[src/rtl/rv32_multicycle_core_if.sv]
// rtl/rv32_multicycle_core_if.sv - unified instruction/data memory port with req/ready handshake
interface rv32_multicycle_core_if #(
  parameter int ADDR_WIDTH = 32,
  parameter int DATA_WIDTH = 32
);
  logic                  mem_req;
  logic                  mem_we;
  logic [ADDR_WIDTH-1:0] mem_addr;
  logic [DATA_WIDTH-1:0] mem_wdata;
  logic [DATA_WIDTH-1:0] mem_rdata;
  logic                  mem_ready;

  modport master (output mem_req, mem_we, mem_addr, mem_wdata, input mem_rdata, mem_ready);
  modport slave  (input mem_req, mem_we, mem_addr, mem_wdata, output mem_rdata, mem_ready);
endinterface

[src/rtl/rv32_multicycle_core.sv]
// rtl/rv32_multicycle_core.sv - multi-cycle RV32I/RV32E core on a single shared memory port
// FETCH/DECODE/EXECUTE/MEM/WB/HALT sequencer; all outputs are registered.
module rv32_multicycle_core #(
  parameter int          DATA_WIDTH = 32,
  parameter int          REGF_DEPTH = 32,
  parameter logic [31:0] RESET_PC   = 32'h0000_0000,
  parameter int          ADDR_WIDTH = 32
) (
  input  logic                   clk,
  input  logic                   reset,
  rv32_multicycle_core_if.master mem,
  output logic                   retire,
  output logic                   halted,
  output logic                   illegal,
  output logic [ADDR_WIDTH-1:0]  dbg_pc
);
  localparam int         RI    = $clog2(REGF_DEPTH);
  localparam logic [5:0] DEPTH = 6'(REGF_DEPTH);

  if (DATA_WIDTH != 32) begin : g_bad_data_width
    $error("rv32_multicycle_core: DATA_WIDTH must be 32");
  end
  if (REGF_DEPTH != 16 && REGF_DEPTH != 32) begin : g_bad_regf_depth
    $error("rv32_multicycle_core: REGF_DEPTH must be 16 or 32");
  end
  if (ADDR_WIDTH < 2 || ADDR_WIDTH > 32) begin : g_bad_addr_width
    $error("rv32_multicycle_core: ADDR_WIDTH must be 2..32");
  end

  localparam logic [6:0] OP_LUI = 7'h37, OP_AUIPC = 7'h17, OP_JAL = 7'h6f, OP_JALR = 7'h67;
  localparam logic [6:0] OP_BRANCH = 7'h63, OP_LOAD = 7'h03, OP_STORE = 7'h23;
  localparam logic [6:0] OP_IMM = 7'h13, OP_REG = 7'h33;

  typedef enum logic [2:0] {S_FETCH, S_DECODE, S_EXECUTE, S_MEM, S_WB, S_HALT} state_t;

  state_t                 state_q, state_d;
  logic [31:0]            pc_q, pc_d, ir_q, ir_d, a_q, a_d, b_q, b_d;
  logic [31:0]            imm_q, imm_d, alu_q, alu_d, mdr_q, mdr_d;
  logic                   mem_req_q, mem_req_d, mem_we_q, mem_we_d;
  logic [ADDR_WIDTH-1:0]  mem_addr_q, mem_addr_d;
  logic [DATA_WIDTH-1:0]  mem_wdata_q, mem_wdata_d;
  logic                   retire_q, retire_d, halted_q, halted_d, illegal_q, illegal_d;
  logic [31:0]            rf_q [REGF_DEPTH];
  logic                   rf_we;
  logic [RI-1:0]          rf_wa;
  logic [31:0]            rf_wd;

  logic [6:0]  opcode, f7;
  logic [4:0]  rd, rs1, rs2;
  logic [2:0]  f3;
  logic [31:0] imm_i, imm_s, imm_b, imm_u, imm_j, imm_sel;
  logic        legal, uses_rs1, uses_rs2, uses_rd, is_env, bad_idx, is_jump;
  logic [31:0] op_b, alu_res, pc_plus4, br_target, jump_target, fetch_pc;
  logic        br_taken, go_fetch, do_halt, halt_ill;

  assign opcode = ir_q[6:0];
  assign rd     = ir_q[11:7];
  assign f3     = ir_q[14:12];
  assign rs1    = ir_q[19:15];
  assign rs2    = ir_q[24:20];
  assign f7     = ir_q[31:25];

  assign imm_i = {{20{ir_q[31]}}, ir_q[31:20]};
  assign imm_s = {{20{ir_q[31]}}, ir_q[31:25], ir_q[11:7]};
  assign imm_b = {{19{ir_q[31]}}, ir_q[31], ir_q[7], ir_q[30:25], ir_q[11:8], 1'b0};
  assign imm_u = {ir_q[31:12], 12'b0};
  assign imm_j = {{11{ir_q[31]}}, ir_q[31], ir_q[19:12], ir_q[20], ir_q[30:21], 1'b0};

  always_comb begin
    imm_sel  = imm_i;
    legal    = 1'b0;
    uses_rs1 = 1'b1;
    uses_rs2 = 1'b0;
    uses_rd  = 1'b1;
    case (opcode)
      OP_LUI, OP_AUIPC: begin imm_sel = imm_u; legal = 1'b1; uses_rs1 = 1'b0; end
      OP_JAL:           begin imm_sel = imm_j; legal = 1'b1; uses_rs1 = 1'b0; end
      OP_JALR:          legal = (f3 == 3'b000);
      OP_BRANCH: begin
        imm_sel = imm_b; legal = (f3 != 3'b010) && (f3 != 3'b011);
        uses_rs2 = 1'b1; uses_rd = 1'b0;
      end
      OP_LOAD:          legal = (f3 == 3'b010);
      OP_STORE:  begin imm_sel = imm_s; legal = (f3 == 3'b010); uses_rs2 = 1'b1; uses_rd = 1'b0; end
      OP_IMM:           legal = (f3 == 3'b001) ? (f7 == 7'h00) :
                                (f3 == 3'b101) ? (f7 == 7'h00 || f7 == 7'h20) : 1'b1;
      OP_REG:    begin
        legal = (f7 == 7'h00) || (f7 == 7'h20 && (f3 == 3'b000 || f3 == 3'b101));
        uses_rs2 = 1'b1;
      end
      default:          legal = 1'b0;
    endcase
  end

  assign is_env  = (ir_q == 32'h0000_0073) || (ir_q == 32'h0010_0073);
  assign bad_idx = (uses_rd  && {1'b0, rd}  >= DEPTH) ||
                   (uses_rs1 && {1'b0, rs1} >= DEPTH) ||
                   (uses_rs2 && {1'b0, rs2} >= DEPTH);
  assign is_jump = (opcode == OP_JAL) || (opcode == OP_JALR);

  // Only R-type uses funct7[5] as SUB; in I-type those bits are immediate.
  assign op_b = (opcode == OP_REG || opcode == OP_BRANCH) ? b_q : imm_q;
  always_comb begin
    case (f3)
      3'b000:  alu_res = (opcode == OP_REG && f7[5]) ? a_q - op_b : a_q + op_b;
      3'b001:  alu_res = a_q << op_b[4:0];
      3'b010:  alu_res = {31'b0, $signed(a_q) < $signed(op_b)};
      3'b011:  alu_res = {31'b0, a_q < op_b};
      3'b100:  alu_res = a_q ^ op_b;
      3'b101:  alu_res = f7[5] ? 32'($signed(a_q) >>> op_b[4:0]) : a_q >> op_b[4:0];
      3'b110:  alu_res = a_q | op_b;
      default: alu_res = a_q & op_b;
    endcase
    case (opcode)
      OP_LUI:            alu_res = imm_q;
      OP_AUIPC:          alu_res = pc_q + imm_q;
      OP_JAL, OP_JALR:   alu_res = pc_plus4;
      OP_LOAD, OP_STORE: alu_res = a_q + imm_q;
      default: ;
    endcase
  end

  always_comb begin
    case (f3)
      3'b000:  br_taken = (a_q == b_q);
      3'b001:  br_taken = (a_q != b_q);
      3'b100:  br_taken = $signed(a_q) <  $signed(b_q);
      3'b101:  br_taken = $signed(a_q) >= $signed(b_q);
      3'b110:  br_taken = a_q <  b_q;
      3'b111:  br_taken = a_q >= b_q;
      default: br_taken = 1'b0;
    endcase
  end

  assign pc_plus4    = pc_q + 32'd4;
  assign br_target   = pc_q + imm_q;
  assign jump_target = (opcode == OP_JAL) ? br_target : ((a_q + imm_q) & ~32'd1);

  always_comb begin
    state_d = state_q; pc_d = pc_q; ir_d = ir_q; a_d = a_q; b_d = b_q;
    imm_d = imm_q; alu_d = alu_q; mdr_d = mdr_q;
    mem_req_d = mem_req_q; mem_we_d = mem_we_q; mem_addr_d = mem_addr_q; mem_wdata_d = mem_wdata_q;
    retire_d = 1'b0; halted_d = halted_q; illegal_d = illegal_q;
    rf_we = 1'b0; rf_wa = rd[RI-1:0]; rf_wd = alu_q;
    go_fetch = 1'b0; fetch_pc = pc_plus4; do_halt = 1'b0; halt_ill = 1'b0;
    case (state_q)
      S_FETCH: begin
        if (!mem_req_q) begin
          mem_req_d = 1'b1; mem_we_d = 1'b0; mem_addr_d = pc_q[ADDR_WIDTH-1:0];
        end else if (mem.mem_ready) begin
          ir_d = mem.mem_rdata; mem_req_d = 1'b0; state_d = S_DECODE;
        end
      end
      S_DECODE: begin
        a_d = rf_q[rs1[RI-1:0]]; b_d = rf_q[rs2[RI-1:0]]; imm_d = imm_sel;
        if (is_env)                 do_halt = 1'b1;
        else if (!legal || bad_idx) begin do_halt = 1'b1; halt_ill = 1'b1; end
        else                        state_d = S_EXECUTE;
      end
      S_EXECUTE: begin
        alu_d = alu_res;
        if (opcode == OP_BRANCH) begin
          if (br_taken && br_target[1]) begin do_halt = 1'b1; halt_ill = 1'b1; end
          else begin go_fetch = 1'b1; fetch_pc = br_taken ? br_target : pc_plus4; end
        end else if (opcode == OP_LOAD || opcode == OP_STORE) begin
          // A misaligned address never raises mem_req; MEM turns it into a halt.
          state_d = S_MEM; mem_addr_d = alu_res[ADDR_WIDTH-1:0];
          mem_we_d = (opcode == OP_STORE); mem_wdata_d = b_q; mem_req_d = (alu_res[1:0] == 2'b00);
        end else begin
          state_d = S_WB;
        end
      end
      S_MEM: begin
        if (alu_q[1:0] != 2'b00) begin
          do_halt = 1'b1; halt_ill = 1'b1;
        end else if (mem_req_q && mem.mem_ready) begin
          if (opcode == OP_STORE) go_fetch = 1'b1;
          else begin mdr_d = mem.mem_rdata; mem_req_d = 1'b0; mem_we_d = 1'b0; state_d = S_WB; end
        end
      end
      S_WB: begin
        if (is_jump && jump_target[1]) begin
          do_halt = 1'b1; halt_ill = 1'b1;
        end else begin
          rf_we = (rd != 5'd0); rf_wd = (opcode == OP_LOAD) ? mdr_q : alu_q;
          go_fetch = 1'b1; fetch_pc = is_jump ? jump_target : pc_plus4;
        end
      end
      default: ;
    endcase
    if (go_fetch) begin
      pc_d = fetch_pc; retire_d = 1'b1; state_d = S_FETCH;
      mem_req_d = 1'b1; mem_we_d = 1'b0; mem_addr_d = fetch_pc[ADDR_WIDTH-1:0];
    end
    if (do_halt) begin
      state_d = S_HALT; halted_d = 1'b1; illegal_d = halt_ill; mem_req_d = 1'b0;
    end
  end

  always_ff @(posedge clk or posedge reset) begin
    if (reset) begin
      state_q <= S_FETCH; pc_q <= RESET_PC; ir_q <= '0; a_q <= '0; b_q <= '0;
      imm_q <= '0; alu_q <= '0; mdr_q <= '0;
      mem_req_q <= 1'b0; mem_we_q <= 1'b0; mem_addr_q <= RESET_PC[ADDR_WIDTH-1:0]; mem_wdata_q <= '0;
      retire_q <= 1'b0; halted_q <= 1'b0; illegal_q <= 1'b0;
      for (int i = 0; i < REGF_DEPTH; i++) rf_q[i] <= '0;
    end else begin
      state_q <= state_d; pc_q <= pc_d; ir_q <= ir_d; a_q <= a_d; b_q <= b_d;
      imm_q <= imm_d; alu_q <= alu_d; mdr_q <= mdr_d;
      mem_req_q <= mem_req_d; mem_we_q <= mem_we_d; mem_addr_q <= mem_addr_d; mem_wdata_q <= mem_wdata_d;
      retire_q <= retire_d; halted_q <= halted_d; illegal_q <= illegal_d;
      if (rf_we) rf_q[rf_wa] <= rf_wd;
    end
  end

  assign mem.mem_req   = mem_req_q;
  assign mem.mem_we    = mem_we_q;
  assign mem.mem_addr  = mem_addr_q;
  assign mem.mem_wdata = mem_wdata_q;
  assign retire        = retire_q;
  assign halted        = halted_q;
  assign illegal       = illegal_q;
  assign dbg_pc        = pc_q[ADDR_WIDTH-1:0];
endmodule

[src/flat_wrapper.sv]
// flat-port wrapper written by rule: the top's interface ports become plain ports
module rv32_multicycle_core_flat 
#(
  parameter int          DATA_WIDTH = 32,
  parameter int          REGF_DEPTH = 32,
  parameter logic [31:0] RESET_PC   = 32'h0000_0000,
  parameter int          ADDR_WIDTH = 32
)
  (clk, reset, retire, halted, illegal, dbg_pc, mem_mem_req, mem_mem_we, mem_mem_addr, mem_mem_wdata, mem_mem_rdata, mem_mem_ready);
  rv32_multicycle_core_if #(.ADDR_WIDTH(ADDR_WIDTH), .DATA_WIDTH(DATA_WIDTH)) mem_i ();
  input  logic clk;
  input  logic reset;
  output logic retire;
  output logic halted;
  output logic illegal;
  output logic [ADDR_WIDTH-1:0] dbg_pc;
  output wire logic [$bits(mem_i.mem_req)-1:0] mem_mem_req;
  output wire logic [$bits(mem_i.mem_we)-1:0] mem_mem_we;
  output wire logic [$bits(mem_i.mem_addr)-1:0] mem_mem_addr;
  output wire logic [$bits(mem_i.mem_wdata)-1:0] mem_mem_wdata;
  input wire logic [$bits(mem_i.mem_rdata)-1:0] mem_mem_rdata;
  input wire logic [$bits(mem_i.mem_ready)-1:0] mem_mem_ready;
  assign mem_mem_req = mem_i.mem_req;
  assign mem_mem_we = mem_i.mem_we;
  assign mem_mem_addr = mem_i.mem_addr;
  assign mem_mem_wdata = mem_i.mem_wdata;
  assign mem_i.mem_rdata = mem_mem_rdata;
  assign mem_i.mem_ready = mem_mem_ready;
  rv32_multicycle_core #(.DATA_WIDTH(DATA_WIDTH), .REGF_DEPTH(REGF_DEPTH), .RESET_PC(RESET_PC), .ADDR_WIDTH(ADDR_WIDTH)) u_core (.clk(clk), .reset(reset), .mem(mem_i), .retire(retire), .halted(halted), .illegal(illegal), .dbg_pc(dbg_pc));
endmodule
[config.mk]
export PLATFORM = sky130hd
export DESIGN_NAME = rv32_multicycle_core_flat
export DESIGN_NICKNAME = d
export VERILOG_FILES = /design/src/rtl/rv32_multicycle_core_if.sv /design/src/rtl/rv32_multicycle_core.sv /design/src/flat_wrapper.sv
export SDC_FILE = /design/constraint.sdc
export NUM_CORES = 2
export LEC_CHECK = 0
export BUFFER_PORTS_ARGS = -buffer_cell sky130_fd_sc_hd__buf_2
export CAP_MARGIN = 20
export CORE_UTILIZATION = 60
export CTS_CLUSTER_SIZE = 30
export DETAILED_ROUTE_END_ITERATION = 10
export PLACE_DENSITY = 0.77
export REMOVE_ABC_BUFFERS = 1
export SLEW_MARGIN = 20
export SYNTH_ARGS = -nofsm -noshare
export SYNTH_HDL_FRONTEND = slang
export SYNTH_SLANG_ARGS = --single-unit
[constraint.sdc]
create_clock -name clk -period 76.3 [get_ports clk]
set_input_delay 3.815 -clock clk [delete_from_list [all_inputs] [get_ports clk]]
set_output_delay 3.815 -clock clk [all_outputs]
set_load 0.05 [all_outputs]
**Word level (Yosys, flattened, before mapping)**

Index checks and enable logic that the tools add are counted.
W data, S select, Z words.

- Bits in registers: 1320
- Output and inout port bits: 101

- $add $sub $neg: 5
- Magnitude comparators: 10
- Equality and inequality tests: 42
- Shift operators: 3
- Multiplexer cells: 80
- Bitwise gates (word level): 9
- Reductions and logical operators: 35

Operators by type and width:

| kind | count |
|---|---|
| $bwmux W1024 | 1 |
| $mux W32 | 21 |
| $bmux W32 S5 | 2 |
| $pmux W32 S7 | 1 |
| $demux W32 S5 | 1 |
| $lt A32 B32 Y1 | 4 |
| $pmux W32 S2 | 2 |
| $pmux W32 S4 | 1 |
| $pmux W31 S4 | 1 |
| $add A32 B32 Y32 | 3 |
| $ge A32 B32 Y1 | 2 |
| $mux W3 | 11 |
| $add A32 B3 Y32 const B | 1 |
| $and A32 B32 Y32 | 1 |
| $eq A32 B21 Y1 const B | 1 |
| $eq A32 B32 Y1 | 1 |
| $eq A32 B7 Y1 const B | 1 |
| $ne A32 B32 Y1 | 1 |
| $or A32 B32 Y32 | 1 |
| $shl A32 B5 Y32 | 1 |
| $shr A32 B5 Y32 | 1 |
| $sshr A32 B5 Y32 | 1 |
| $sub A32 B32 Y32 | 1 |
| $xor A32 B32 Y32 | 1 |
| other kinds (39) | 122 |

**Logic depth before layout (Yosys ltp)**

- Depth after elaboration: 13
- Depth in mapped cells: 23

**Worst setup path after synthesis**

Ideal clock, no wire load.

- Kind: input to register
- Start point: in mem_mem_ready
- End point: reg u_core.ir_q[10]
- Setup time: 0.125 ns
- Data arrival time: 5.387 ns
- Data required time: 76.175 ns
- Path slack: 70.788 ns
- Stages on the path: 4
- Buffers on the path: 1
- Path through: nand2_1 nor4_1 clkbuf_1 mux2_2

- Longest elaborated chain between the ends: 1

RTL lines:

| what | RTL line | text |
|---|---|---|
| from (decl) | flat_wrapper.sv:22 | `input wire logic [$bits(mem_i.mem_ready)-1:0] mem_mem_ready;` |
| $reduce_and A3 Y1 (no source line) | - |  |
| to (signal assigned) | rv32_multicycle_core.sv:202 | `state_q <= S_FETCH; pc_q <= RESET_PC; ir_q <= '0; a_q <= '0; b_q <= '0;` |
| to (signal assigned) | rv32_multicycle_core.sv:208 | `state_q <= state_d; pc_q <= pc_d; ir_q <= ir_d; a_q <= a_d; b_q <= b_d;` |
| to (decl) | rv32_multicycle_core.sv:37 | `logic [31:0] pc_q, pc_d, ir_q, ir_d, a_q, a_d, b_q, b_d;` |

No other way between the ends.
A chain may end at the register's enable or synchronous reset.

**Worst setup path in the final report**

- Start point: reg u_core.ir_q[3]
- End point: reg u_core.mem_req_q, in the netlist u_core.mem.mem_req

- Longest elaborated chain between the ends: 13
- Elaborated cells on any way between the ends: 61
- Those cells by class: add/sub: 2; order compare: 2; eq/ne: 16; shift: 3; mux: 23; bitwise: 3; reduce/logical: 12

RTL lines:

| what | RTL line | text |
|---|---|---|
| $eq A7 B6 Y1 / $eq A7 B7 Y1 (equally long branches) | - |  |
| $logic_or A1 B1 Y1 | rv32_multicycle_core.sv:102 | `assign op_b = (opcode == OP_REG \|\| opcode == OP_BRANCH) ? b_q : imm_q;` |
| $mux W32 | rv32_multicycle_core.sv:102 |  |
| $add A32 B32 Y32 (tied with other cells) | rv32_multicycle_core.sv:105 | `3'b000: alu_res = (opcode == OP_REG && f7[5]) ? a_q - op_b : a_q + op_b;` |
| $mux W32, on equally long branches | rv32_multicycle_core.sv:105, rv32_multicycle_core.sv:110 |  |
| $pmux W32 S7 | rv32_multicycle_core.sv:104 | `case (f3)` |
| $pmux W32 S4 | rv32_multicycle_core.sv:114 | `case (opcode)` |
| $logic_not A2 Y1 | rv32_multicycle_core.sv:168 | `mem_we_d = (opcode == OP_STORE); mem_wdata_d = b_q; mem_req_d = (alu_res[1:0] == 2'b00);` |
| $mux W1 | rv32_multicycle_core.sv:165 | `end else if (opcode == OP_LOAD \|\| opcode == OP_STORE) begin` |
| $mux W1 | rv32_multicycle_core.sv:162 | `if (opcode == OP_BRANCH) begin` |
| $pmux W1 S3 | rv32_multicycle_core.sv:146 | `case (state_q)` |
| $mux W1 | rv32_multicycle_core.sv:191 | `if (go_fetch) begin` |
| $mux W1 | rv32_multicycle_core.sv:195 | `if (do_halt) begin` |
| to (signal assigned) | rv32_multicycle_core.sv:210 | `mem_req_q <= mem_req_d; mem_we_q <= mem_we_d; mem_addr_q <= mem_addr_d; mem_wdata_q <= mem_wdata_d;` |
| to (decl) | rv32_multicycle_core.sv:39 | `logic mem_req_q, mem_req_d, mem_we_q, mem_we_d;` |

Several ways; a longest one is shown, not always the timed one. The select of a mux whose other input is x is not followed.

==> flow_summary.json <==
{
  "ys.flop_type": "dfrtp_1",
  "via_per_inst": 7.44,
  "area_growth_pct": 9.23,
  "row_count": 133,
  "vdd_drop_max_mv": 0.0369,
  "initialDrtViolationCount": 9952,
  "timing.hold.ws_ps": 395,
  "yosysUniqueCellTypes": 99,
  "synth_async_sr_flop_share_pct": 100,
  "layout_common_cells": "dfrtp_1 (1308), nor2_1 (907), a21oi_1 (870)",
  "synth_top_area_share_pct": 41.3,
  "fin_util_pct": 66.2,
  "grt_max_degree": 166,
  "cts_inserted_buffers": 142,
  "total_power_mw": 4.44,
  "start_util_pct": 60.6,
  "power.density_nw_per_um2": 50.8,
  "ios": 136,
  "hold_path.class": "flip-flop to flip-flop",
  "fmax_ghz": 0.132,
  "drv_slew": 0,
  "grt_pass1_vias": 70100,
  "insertion_delay_ps": 820,
  "synth_largest_area_cell": "dfrtp_1",
  "finalSetupTns_ps": 0,
  "grt_pass1_wl_mm": 484,
  "placed_area_sq_um": 82200,
  "rsz0062_at_grt": "false",
  "wl_per_cell_microns": 35.2,
  "synthCells": 7830,
  "mostFrequentLayoutCell": "dfrtp_1",
  "dieArea_sq_um": 135000,
  "die_w_microns": 367,
  "p_leak_nw": 37.1,
  "seqPwrFrac_pct": 29.6,
  "status": "completed",
  "timing.final.ws_setup_ps": 68700,
  "routabilityCongestion": 1.05,
  "p_clk_share_pct": 16.3,
  "period_needed_ps": 7600,
  "cts.sinks": 1320,
  "internal_power_mw": 2.34,
  "worst_slew_pin_slew_ps": 1370,
  "yosys_warnings": 0,
  "synth_area_leaders": "dfrtp_1 (41%), mux4_2 (19%), a21oi_1 (5.5%)",
  "clock_skew_ps": 34.7,
  "clock-root-buffer": "clkbuf_16",
  "setup_viol": 0,
  "grtUsageTotal_pct": 49.8,
  "relSlewSlack_pct": 8.13,
  "p_switching_mw": 2.10,
  "dp_slack_ps": 68150,
  "crit_path_end_kind": "flip-flop",
  "cp_data_arrival_time_ps": 8320,
  "crit_path_start_kind": "flip-flop",
  "instances_no_fill": 9479,
  "drt_first_pass_iters": 7,
  "dp.cells": 9199,
  "syn_area_sq_um": 79900,
  "comb_power_share_pct": 54.1,
  "hpwl_mm": 214,
  "drc": 0,
  "hold_viol": 0,
  "core_sq_um": 132000,
  "cap_violations": 0,
  "postLayoutCellArea_sq_um": 87300,
  "synth_edf_count": 0,
  "wl_mm": 334,
  "path_clk_slew_ps": 60,
  "drive_gt1_share_pct": 19.4,
  "fill_cells": 9707,
  "switching_share_pct": 47.3,
  "cts_setup_buffers": 0,
  "overflow": 0,
  "yosysSeqAreaShare_pct": 41.3,
  "avgSynthCellArea_sq_um": 10.2,
  "fp.dieH_microns": 367,
  "hold_buffers": 0,
  "clockBufferDepth": 3,
  "io_buffer_count": 135,
  "post-route-period-util_pct": 9.96,
  "cts_resized": 0,
  "antenna_found_initial": 25,
  "htree_levels": 4,
  "final_antenna_net_count": 0,
  "cp_max_fo": 51,
  "cts_tree": "yes",
  "criticalPathCategory": "flip-flop to flip-flop",
  "vias": 70500,
  "ys_ff_latch": 1320,
  "nets": 7824,
  "required_ps": 77020
}
per-layer routing:
layer | track usage, % | share of wire [%]
met1 | 61.5 | 34
met2 | 72.8 | 44
met3 | 16.3 | 13
met4 | 38.4 | 9.1
met5 | 0 | 0.046
power groups by stage:
stage | Sequential (mW) | Combinational [mW] | Clock [mW]
after floorplan | 1.34 | 1.55 | 0
after global placement | 1.26 | 2.27 | 0
after detailed placement | 1.29 | 2.30 | 0
after CTS | 1.29 | 2.33 | 0.724
after global routing | 1.33 | 2.51 | 0.752
final | 1.31 | 2.40 | 0.725
worst paths after layout:
check,start,cells after the start,end,slack (ps)
setup reg to reg,u_core.ir_q[3]$_DFFE_PP0P_,18,u_core.mem.mem_req$_DFFE_PP0P_,68700
hold / removal,u_core.rf_q[997]$_DFFE_PP0P_,0,u_core.rf_q[997]$_DFFE_PP0P_,390
hold reg to reg,u_core.rf_q[997]$_DFFE_PP0P_,0,u_core.rf_q[997]$_DFFE_PP0P_,390
max in group asynchronous,reset,7,u_core.rf_q[209]$_DFFE_PP0P_,69380
min in group asynchronous,reset,2,u_core.alu_q[13]$_DFFE_PP0P_,3190
setup / recovery,u_core.ir_q[3]$_DFFE_PP0P_,18,u_core.mem.mem_req$_DFFE_PP0P_,68700
synth_stat cells (all sizes together) (18+ instances only):
cell / number
nand3: 70
nand4: 34
mux2i: 187
ha: 192
o21a: 47
a311oi: 42
a21o: 44
dfrtp: 1320
o221ai: 26
inv: 162
nand2b: 51
o22ai: 20
xnor2: 63
and2: 19
a221o: 23
o211ai: 38
nor2: 931
nand2: 847
a2111oi: 26
a31oi: 42
a21oi: 871
a221oi: 39
mux2: 78
a211oi: 48
mux4: 681
buf: 107
o21ai: 759
xor2: 42
o31ai: 27
nor4: 19
and3: 24
nor3: 64
or3: 18
clkbuf: 634
critical path, cell delays in order, from the launching register on:
cell	delay (ps)
dfrtp_1	360
buf_4	230
nor4bb_4	280
buf_4	350
nand3_2	530
buf_4	540
mux2i_4	220
buf_4	430
ha_1	420
a2111oi_0	820
nor4b_1	220
o211ai_1	820
a21oi_1	330
o221a_2	430
o21ai_1	300
a211oi_1	250
or3_1	520
nand2b_1	210
a31oi_1	190
registers in the layout, summed over array words and instances, names as in the netlist:
register,cells
u_core.rf_q,1024
u_core.a_q,32
u_core.alu_q,32
u_core.b_q,32
u_core.dbg_pc,32
u_core.imm_q,32
u_core.ir_q,32
u_core.mdr_q,32
u_core.mem.mem_addr,32
u_core.mem.mem_wdata,32
u_core.state_q,3
u_core.halted,1
u_core.illegal,1
u_core.mem.mem_req,1
u_core.mem.mem_we,1
u_core.retire,1
cell families after synthesis:
logic type | share of synthesized area (%)
adder cells (fa/ha/maj) | 3.11
flip-flops | 41.3
XOR/XNOR | 1.20
AND/OR/NAND/NOR | 11.1
multiplexers | 22.6
buffers and inverters | 4.36
AO/OA/AOI/OAI | 16.3
area by class of cell:
class / count / area (sq um) / share of cell area, %
clock inverter: 54 / 716 / 0.820
timing repair buffer: 360 / 2550 / 2.92
antenna: 18 / 45.0 / 0.0516
inverter: 165 / 634 / 0.727
tap: 1755 / 2200 / 2.52
multi-input combinational: 5604 / 44000 / 50.3
clock buffer: 203 / 4140 / 4.75
sequential: 1320 / 33100 / 37.9
No activity file was read; power rests on OpenSTA's default activity.
